## src/rtl/commit_trace_serializer.sv

```systemverilog
// commit_trace_serializer: dual-retire commit trace FIFO, two records in and one record out per cycle.
module commit_trace_serializer #(
    parameter int XLEN  = 32,
    parameter int DEPTH = 8
) (
    input  logic                     clk_i,
    input  logic                     rst_i,
    input  logic                     c0_valid_i,
    input  logic [XLEN-1:0]          c0_pc_i,
    input  logic [XLEN-1:0]          c0_instr_i,
    input  logic [4:0]               c0_rd_i,
    input  logic [XLEN-1:0]          c0_rd_data_i,
    input  logic                     c0_mem_wrt_i,
    input  logic [XLEN-1:0]          c0_mem_addr_i,
    input  logic [XLEN-1:0]          c0_mem_data_i,
    input  logic                     c1_valid_i,
    input  logic [XLEN-1:0]          c1_pc_i,
    input  logic [XLEN-1:0]          c1_instr_i,
    input  logic [4:0]               c1_rd_i,
    input  logic [XLEN-1:0]          c1_rd_data_i,
    input  logic                     c1_mem_wrt_i,
    input  logic [XLEN-1:0]          c1_mem_addr_i,
    input  logic [XLEN-1:0]          c1_mem_data_i,
    output logic                     in_ready_o,
    input  logic                     trace_ready_i,
    output logic                     update_o,
    output logic [XLEN-1:0]          pc_o,
    output logic [XLEN-1:0]          instr_o,
    output logic [4:0]               reg_addr_o,
    output logic [XLEN-1:0]          reg_data_o,
    output logic                     mem_wrt_o,
    output logic [XLEN-1:0]          mem_addr_o,
    output logic [XLEN-1:0]          mem_data_o,
    output logic [$clog2(DEPTH):0]   level_o,
    output logic                     overflow_o,
    output logic [31:0]              retired_cnt_o
);
    localparam int AW = $clog2(DEPTH);
    localparam logic [AW:0] READY_MAX = (AW+1)'(DEPTH - 2);
    typedef struct packed {
        logic [XLEN-1:0] pc;
        logic [XLEN-1:0] instr;
        logic [4:0]      rd;
        logic [XLEN-1:0] rd_data;
        logic            mem_wrt;
        logic [XLEN-1:0] mem_addr;
        logic [XLEN-1:0] mem_data;
    } rec_t;
    rec_t fifo [DEPTH];
    rec_t rec0, rec1, head;
    logic [AW-1:0] wr_ptr, rd_ptr;
    logic [1:0] n_push;
    logic pop;
    // Fields that carry no meaning are zeroed on the way in so the output side never masks.
    assign rec0 = '{pc: c0_pc_i, instr: c0_instr_i, rd: c0_rd_i,
                    rd_data: c0_rd_i != 5'd0 ? c0_rd_data_i : '0, mem_wrt: c0_mem_wrt_i,
                    mem_addr: c0_mem_wrt_i ? c0_mem_addr_i : '0,
                    mem_data: c0_mem_wrt_i ? c0_mem_data_i : '0};
    assign rec1 = '{pc: c1_pc_i, instr: c1_instr_i, rd: c1_rd_i,
                    rd_data: c1_rd_i != 5'd0 ? c1_rd_data_i : '0, mem_wrt: c1_mem_wrt_i,
                    mem_addr: c1_mem_wrt_i ? c1_mem_addr_i : '0,
                    mem_data: c1_mem_wrt_i ? c1_mem_data_i : '0};
    assign in_ready_o = level_o <= READY_MAX;
    assign n_push     = in_ready_o ? {1'b0, c0_valid_i} + {1'b0, c1_valid_i} : 2'd0;
    assign update_o   = level_o != '0;
    assign pop        = update_o && trace_ready_i;
    assign head       = update_o ? fifo[rd_ptr] : '0;
    assign pc_o       = head.pc;
    assign instr_o    = head.instr;
    assign reg_addr_o = head.rd;
    assign reg_data_o = head.rd_data;
    assign mem_wrt_o  = head.mem_wrt;
    assign mem_addr_o = head.mem_addr;
    assign mem_data_o = head.mem_data;
    always_ff @(posedge clk_i) begin
        if (!rst_i && in_ready_o && c0_valid_i) fifo[wr_ptr] <= rec0;
        if (!rst_i && in_ready_o && c1_valid_i) fifo[wr_ptr + AW'(c0_valid_i)] <= rec1;
    end
    always_ff @(posedge clk_i or posedge rst_i) begin
        if (rst_i) begin
            wr_ptr        <= '0;
            rd_ptr        <= '0;
            level_o       <= '0;
            overflow_o    <= 1'b0;
            retired_cnt_o <= '0;
        end else begin
            wr_ptr        <= wr_ptr + AW'(n_push);
            rd_ptr        <= rd_ptr + AW'(pop);
            level_o       <= level_o + (AW+1)'(n_push) - (AW+1)'(pop);
            overflow_o    <= overflow_o || ((c0_valid_i || c1_valid_i) && !in_ready_o);
            retired_cnt_o <= retired_cnt_o + 32'(pop);
        end
    end
endmodule

```

## config.mk

```make
export PLATFORM = sky130hd
export DESIGN_NAME = commit_trace_serializer
export DESIGN_NICKNAME = d
export VERILOG_FILES = /design/src/rtl/commit_trace_serializer.sv
export SDC_FILE = /design/constraint.sdc
export NUM_CORES = 2
export LEC_CHECK = 0
export ABC_CLOCK_PERIOD_IN_PS = 43000
export CAP_MARGIN = 20
export CORE_MARGIN = 5
export CORE_UTILIZATION = 64
export DETAILED_ROUTE_END_ITERATION = 8
export GPL_TIMING_DRIVEN = 1
export PLACE_DENSITY_LB_ADDON = 0.3
export SLEW_MARGIN = 20
export SYNTH_ARGS = -nofsm -noshare
export SYNTH_HDL_FRONTEND = slang
export SYNTH_SLANG_ARGS = --single-unit
```

## constraint.sdc

```tcl
create_clock -name clk_i -period 43 [get_ports clk_i]
set_input_delay 8.6 -clock clk_i [delete_from_list [all_inputs] [get_ports clk_i]]
set_output_delay 8.6 -clock clk_i [all_outputs]
set_load 0.005 [all_outputs]
```

Word level (Yosys, flattened, before mapping)

Memory sizes are Yosys's and may differ from the RTL's.
Cells that the tools add are included.

Register bits after elaboration: 43
Bits in read-only memories: 0
Memories kept: 1
Memory bits (writable): 1328
Latch bits: 0
Input bits: 337

Divide/modulo/power cells: 0
$add $sub $neg: 7
Order comparisons: 1
Shifts and indexed selects: 0
$mul: 0
Multiplexer cells: 12
Reductions and logical operators: 12
Equality and inequality tests: 0
Bitwise operators: 0

Memory list:

| name | depth | bits a word | rd ports | clocked after Yosys merged registers in | wr ports | line | text |
|---|---|---|---|---|---|---|---|
| fifo | 8     | 166         | 1        | 0                                       | 2        | 49   | `rec_t fifo [DEPTH];` |

Operators by type and width:

| operator                                                                          | count |
|---|---|
| 32-bit 2-to-1 mux                                                                 | 6 |
| 166-bit 2-to-1 mux                                                                | 1 |
| 32-bit by 1-bit adder with 32-bit output                                          | 1 |
| 5-bit nonzero test                                                                | 2 |
| 3-bit by 1-bit adder with 3-bit output                                            | 2 |
| 1-bit logical AND                                                                 | 5 |
| 4-bit by 2-bit adder with 4-bit output                                            | 1 |
| 4-bit by 3-bit less-or-equal comparator with 1-bit output (second input constant) | 1 |
| 1-bit 2-to-1 mux                                                                  | 4 |
| 4-bit nonzero test                                                                | 1 |
| 4-bit by 1-bit subtractor with 4-bit output                                       | 1 |
| 3-bit by 2-bit adder with 3-bit output                                            | 1 |
| 1-bit by 1-bit adder with 2-bit output                                            | 1 |
| 1-bit logical NOT                                                                 | 2 |
| 1-bit logical OR                                                                  | 2 |
| 2-bit 2-to-1 mux                                                                  | 1 |

Logic depth before layout (Yosys ltp)

Word-level depth: 5
Depth in mapped cells: 13
Gate-level depth less buffers: 12

Least setup slack after synthesis

Ideal clock, no wire load.

Kind: input to register
Start: input port c0_valid_i
End: memory fifo[4][0] (netlist bit) (enable)
Required time: 42.066 ns
Path buffers: 0
Stages: 4
Arrival: 21.051 ns
Slack: 21.014 ns
Path through: inv_1 -> nor2_1 -> nand2_1 -> o31ai_1

RTL lines:

| item               | line | text |
|---|---|---|
| start: declaration | 8    | `input logic c0_valid_i,` |
| end: declaration   | 49   |  |

Worst setup path after layout

Start: register rd_ptr[1]
End: output port reg_data_o[26]

Word-level cells in the longest chain between the ends: 2

RTL lines:

| item                     | line | text |
|---|---|---|
| start: declaration       | 51   | `logic [AW-1:0] wr_ptr, rd_ptr;` |
| start signal: assignment | 88   | `rd_ptr <= rd_ptr + AW'(pop);` |
| memory read 8 x 166 bit  | --   |  |
| 166-bit 2-to-1 mux       | 67   | `assign head = update_o ? fifo[rd_ptr] : '0;` |
| end: declaration         | 30   | `output logic [XLEN-1:0] reg_data_o,` |

Every way passes these cells.

==> key figures <==
Clocking
  – Clk_lat worst skew: 750 ps
  – CTS buffer count: 141
  – CTS max path bufs: 3
  – Post_cts resized: 0
  – Clock sinks: 1371
  – Root buffer cell: clkbuf_16
  – H-tree depth reported by CTS: 4
  – CTS tree: done
  – Hold_buf cts: 0
  – Post-CTS Setup Bufs: 0
  – Worst-path clk slew: ~70 ps

Timing
  – Final setup fails: 0
  – RSZ-0062 raised after global routing: no
  – Pin slew with the least headroom to its limit: approximately 1300 ps
  – Hold Fails Final Rpt: 0
  – Fin crit share: 33.05%
  – Worst Setup Slack, final: 28790 ps
  – Clk_skew: 22.15 ps
  – Max Slew Vio Count: 0
  – Fmax: between 70 and 80 MHz
  – Relative slew margins: between 10% and 20%
  – Setup TNS Final: 0 ps
  – Fin crit period: approximately 14000 ps

Floorplan
  – Die X: between 300 and 400 um
  – Core Region: 106900 sq um
  – I/O pin cnt: 542
  – Row count: 120
  – Initial core utilization: 64.34%
  – Die height: 337.8 um
  – Die ar.: 114100 sq um

Placement
  – Placed Area: 74300 sq um
  – Post-Place Cells: 6619
  – DP Worst Slack: 28730 ps
  – Buffers added on ports: 541
  – Gpl congestion: ~0.8
  – Post-DP HPWL: 103900 um

Logic synthesis
  – Seq/Total Area, Yosys: a little under 60%
  – Post-Syn Instances: ~5100
  – Netlist Area Pre-Place: between 60000 and 70000 sq um
  – Primary FF master, synth: edfxtp_1
  – Post-synth EDFFs: approximately 1300
  – Ys async rst share: 3.136%
  – Synth unique cells: 42
  – Syn nets: 5466
  – Number of synthesized register bits: 1371
  – Mapped Avg Cell Area: 13.46 sq um
  – Syn. warnings: 0

Drt
  – DRT Pass-1 Iters: 6
  – Via-to-Cell Ratio: 6.581
  – Initial DRC count: 5279
  – Routed Antenna Nets: 0
  – WL per Instance: 27.19 um
  – Vias: between 40000 and 50000
  – Drt total wl: approximately 190000 um
  – Drt drc: 0

Pwr
  – P_leak: 25.98 nW
  – P per Cell Area: 57.85 nW/um^2
  – IR Drop Worst-Case VDD: 0.05858 mV

Layout
  – Area delta synth->final: 14.36%
  – Most frequent cells in the layout: 1328 x edfxtp_1, 848 x nand2_1, 742 x o21ai_0, 539 x clkdlybuf4s50_1, 421 x mux2_2
  – Share of cells above drive strength 1: 20.02%
  – Area occupied by multi-input gates: ~25000 sq um
  – Post-Layout Cell Count: 6892
  – Total Nets Final: 5714
  – Final core area utilization: 73.58%
  – Final Cell Area: 78660 sq um
  – Fillers: ~6700
  – Sequential Area: 40970 sq um
  – Commonest non-fill, non-tap cell in the layout: edfxtp_1

Worst setup path
  – Startpoint class of the critical path: flop
  – CP Capture Type: primary output
  – Slowest CP cell: buf_4
  – WP buf/inv: 4
  – Critical path's top delay family: buffers and inverters
  – Critical path, cell by cell: buf_4, buf_4, buf_4, mux4_2, mux2i_1, nor2_1, clkdlybuf4s50_1
  – Critical Path AT: 5610 ps
  – R2R depth: 9
  – Reg-to-Reg Start: wr_ptr[0]$_DFF_PP0_
  – R2r setup slk: 37200 ps
  – Worst-path fanout max: a little under 70
  – Crit-path most repeated cell: buf_4
  – Worst Setup Path Type: reg2out
  – CP max stage delay: 950 ps
  – Required time worst endpoint: 34400 ps
  – FF-to-FF End: fifo[4][35]$_DFFE_PP_

Global routing
  – Initial antenna violation count: 26
  – GRT Overall Usage: 32.74%
  – Grt ovf: 0
  – Vias in the first global route: 46960
  – Global-route wire length before repair: 281300 um
  – Largest net degree at the start of global routing: 214

Min path
  – Worst Hold Path Cells: 1
  – HP Class: reg2reg
  – Hold EP: retired_cnt_o[31]$_DFF_PP0_
  – Hold_sp: retired_cnt_o[31]$_DFF_PP0_

Flow run
  – Max Cap Viol: 0

Outcome
  – Status: completed
cell type report:
cell class,instances,area share [%]
Antenna cell,20,0.06363
Inverter,17,0.08113
Multi-Input combinational cell,3219,32.37
Clock buffer,195,5.000
Tap cell,1403,2.232
Sequential cell,1371,52.08
Timing Repair Buffer,609,7.702
Clock inverter,58,0.4661
per-stage QoR:
stage | hold WS, ps | power (mW)
6_report | 488.9 | 4.551
2_1_floorplan | 467.8 | 2.748
3_3_place_gp | 463.3 | 3.373
5_1_grt | 526.5 | 4.725
4_1_cts | 494.3 | 4.558
3_5_place_dp | 472.7 | 3.405
sequential cells by signal, summed over array words and instances (netlist names):
signal	count
wr_ptr	3
rd_ptr	3
fifo	1328
level_o	4
overflow_o	1
retired_cnt_o	32
logic make-up after synthesis:
group                      count (synthesis)  synth area share [%]
and+or+nand+nor                         1402                 8.669
DFF                                     1371                 59.55
muxes                                    983                 21.58
AOI/OAI and AO/OA                        780                 5.720
buffers and inverters                    521                 3.651
xor gates and xnor gates                  36                0.4858
adders and majority gates                 18                0.3493
where the power goes:
group	total, mW	leakage, nW	internal (mW)	switching [mW]
Combinational	1.64	11.2	0.798	0.840
Clock	1.16	2.10	0.657	0.506
Sequential	1.75	12.6	1.67	0.0785
cell usage after synthesis, types with 3 or more instances:
cell type  instances  area share [%]
buf_6              7            0.11
and4_1             3           0.038
xnor2_1           27            0.34
nor2_1           174            0.95
mux4_2           332              11
nand2_1          849             4.6
inv_1             17           0.093
o21ai_1           26            0.19
mux2_2           421             6.9
mux2_4            64             1.4
xor2_1             8            0.10
clkbuf_1         213             1.2
o21bai_1           5           0.055
ha_1              16            0.29
buf_2            180             1.3
mux2i_1          166             2.4
buf_4             74            0.81
edfxtp_1        1328              58
nor3_1             4           0.029
o21ai_0          742             5.4
nand4_1            8           0.073
and2_1            69            0.63
nand3_1          269             2.0
nor4_2             5           0.091
dfrtp_1           43             1.6
nor4_1             4           0.036
and3_1             7           0.064
buf_1             30            0.16
how the worst max path moves through the flow:
| stage | to | from | slack (ps) | cells after the start |
|---|---|---|---|---|
| 2_1_floorplan | fifo[4][0]$_DFFE_PP_ | c0_valid_i | 21010 | 4 |
| 3_3_place_gp | fifo[4][35]$_DFFE_PP_ | c0_valid_i | 28750 | 10 |
| 3_5_place_dp | fifo[4][35]$_DFFE_PP_ | c0_valid_i | 28730 | 10 |
| 4_1_cts | reg_addr_o[1] | rd_ptr[1]$_DFF_PP0_ | 28800 | 7 |
| 5_1_grt | reg_data_o[26] | rd_ptr[1]$_DFF_PP0_ | 28680 | 7 |
| 6_report | reg_data_o[26] | rd_ptr[1]$_DFF_PP0_ | 28790 | 7 |
per-layer routing:
metal	GRT usage [%]	share of wire (%)
met1	42.98	36
met2	53.93	49
met3	7.180	11
met4	13.54	4.1
met5	0	0.037
Power figures use the tool's default switching activity.
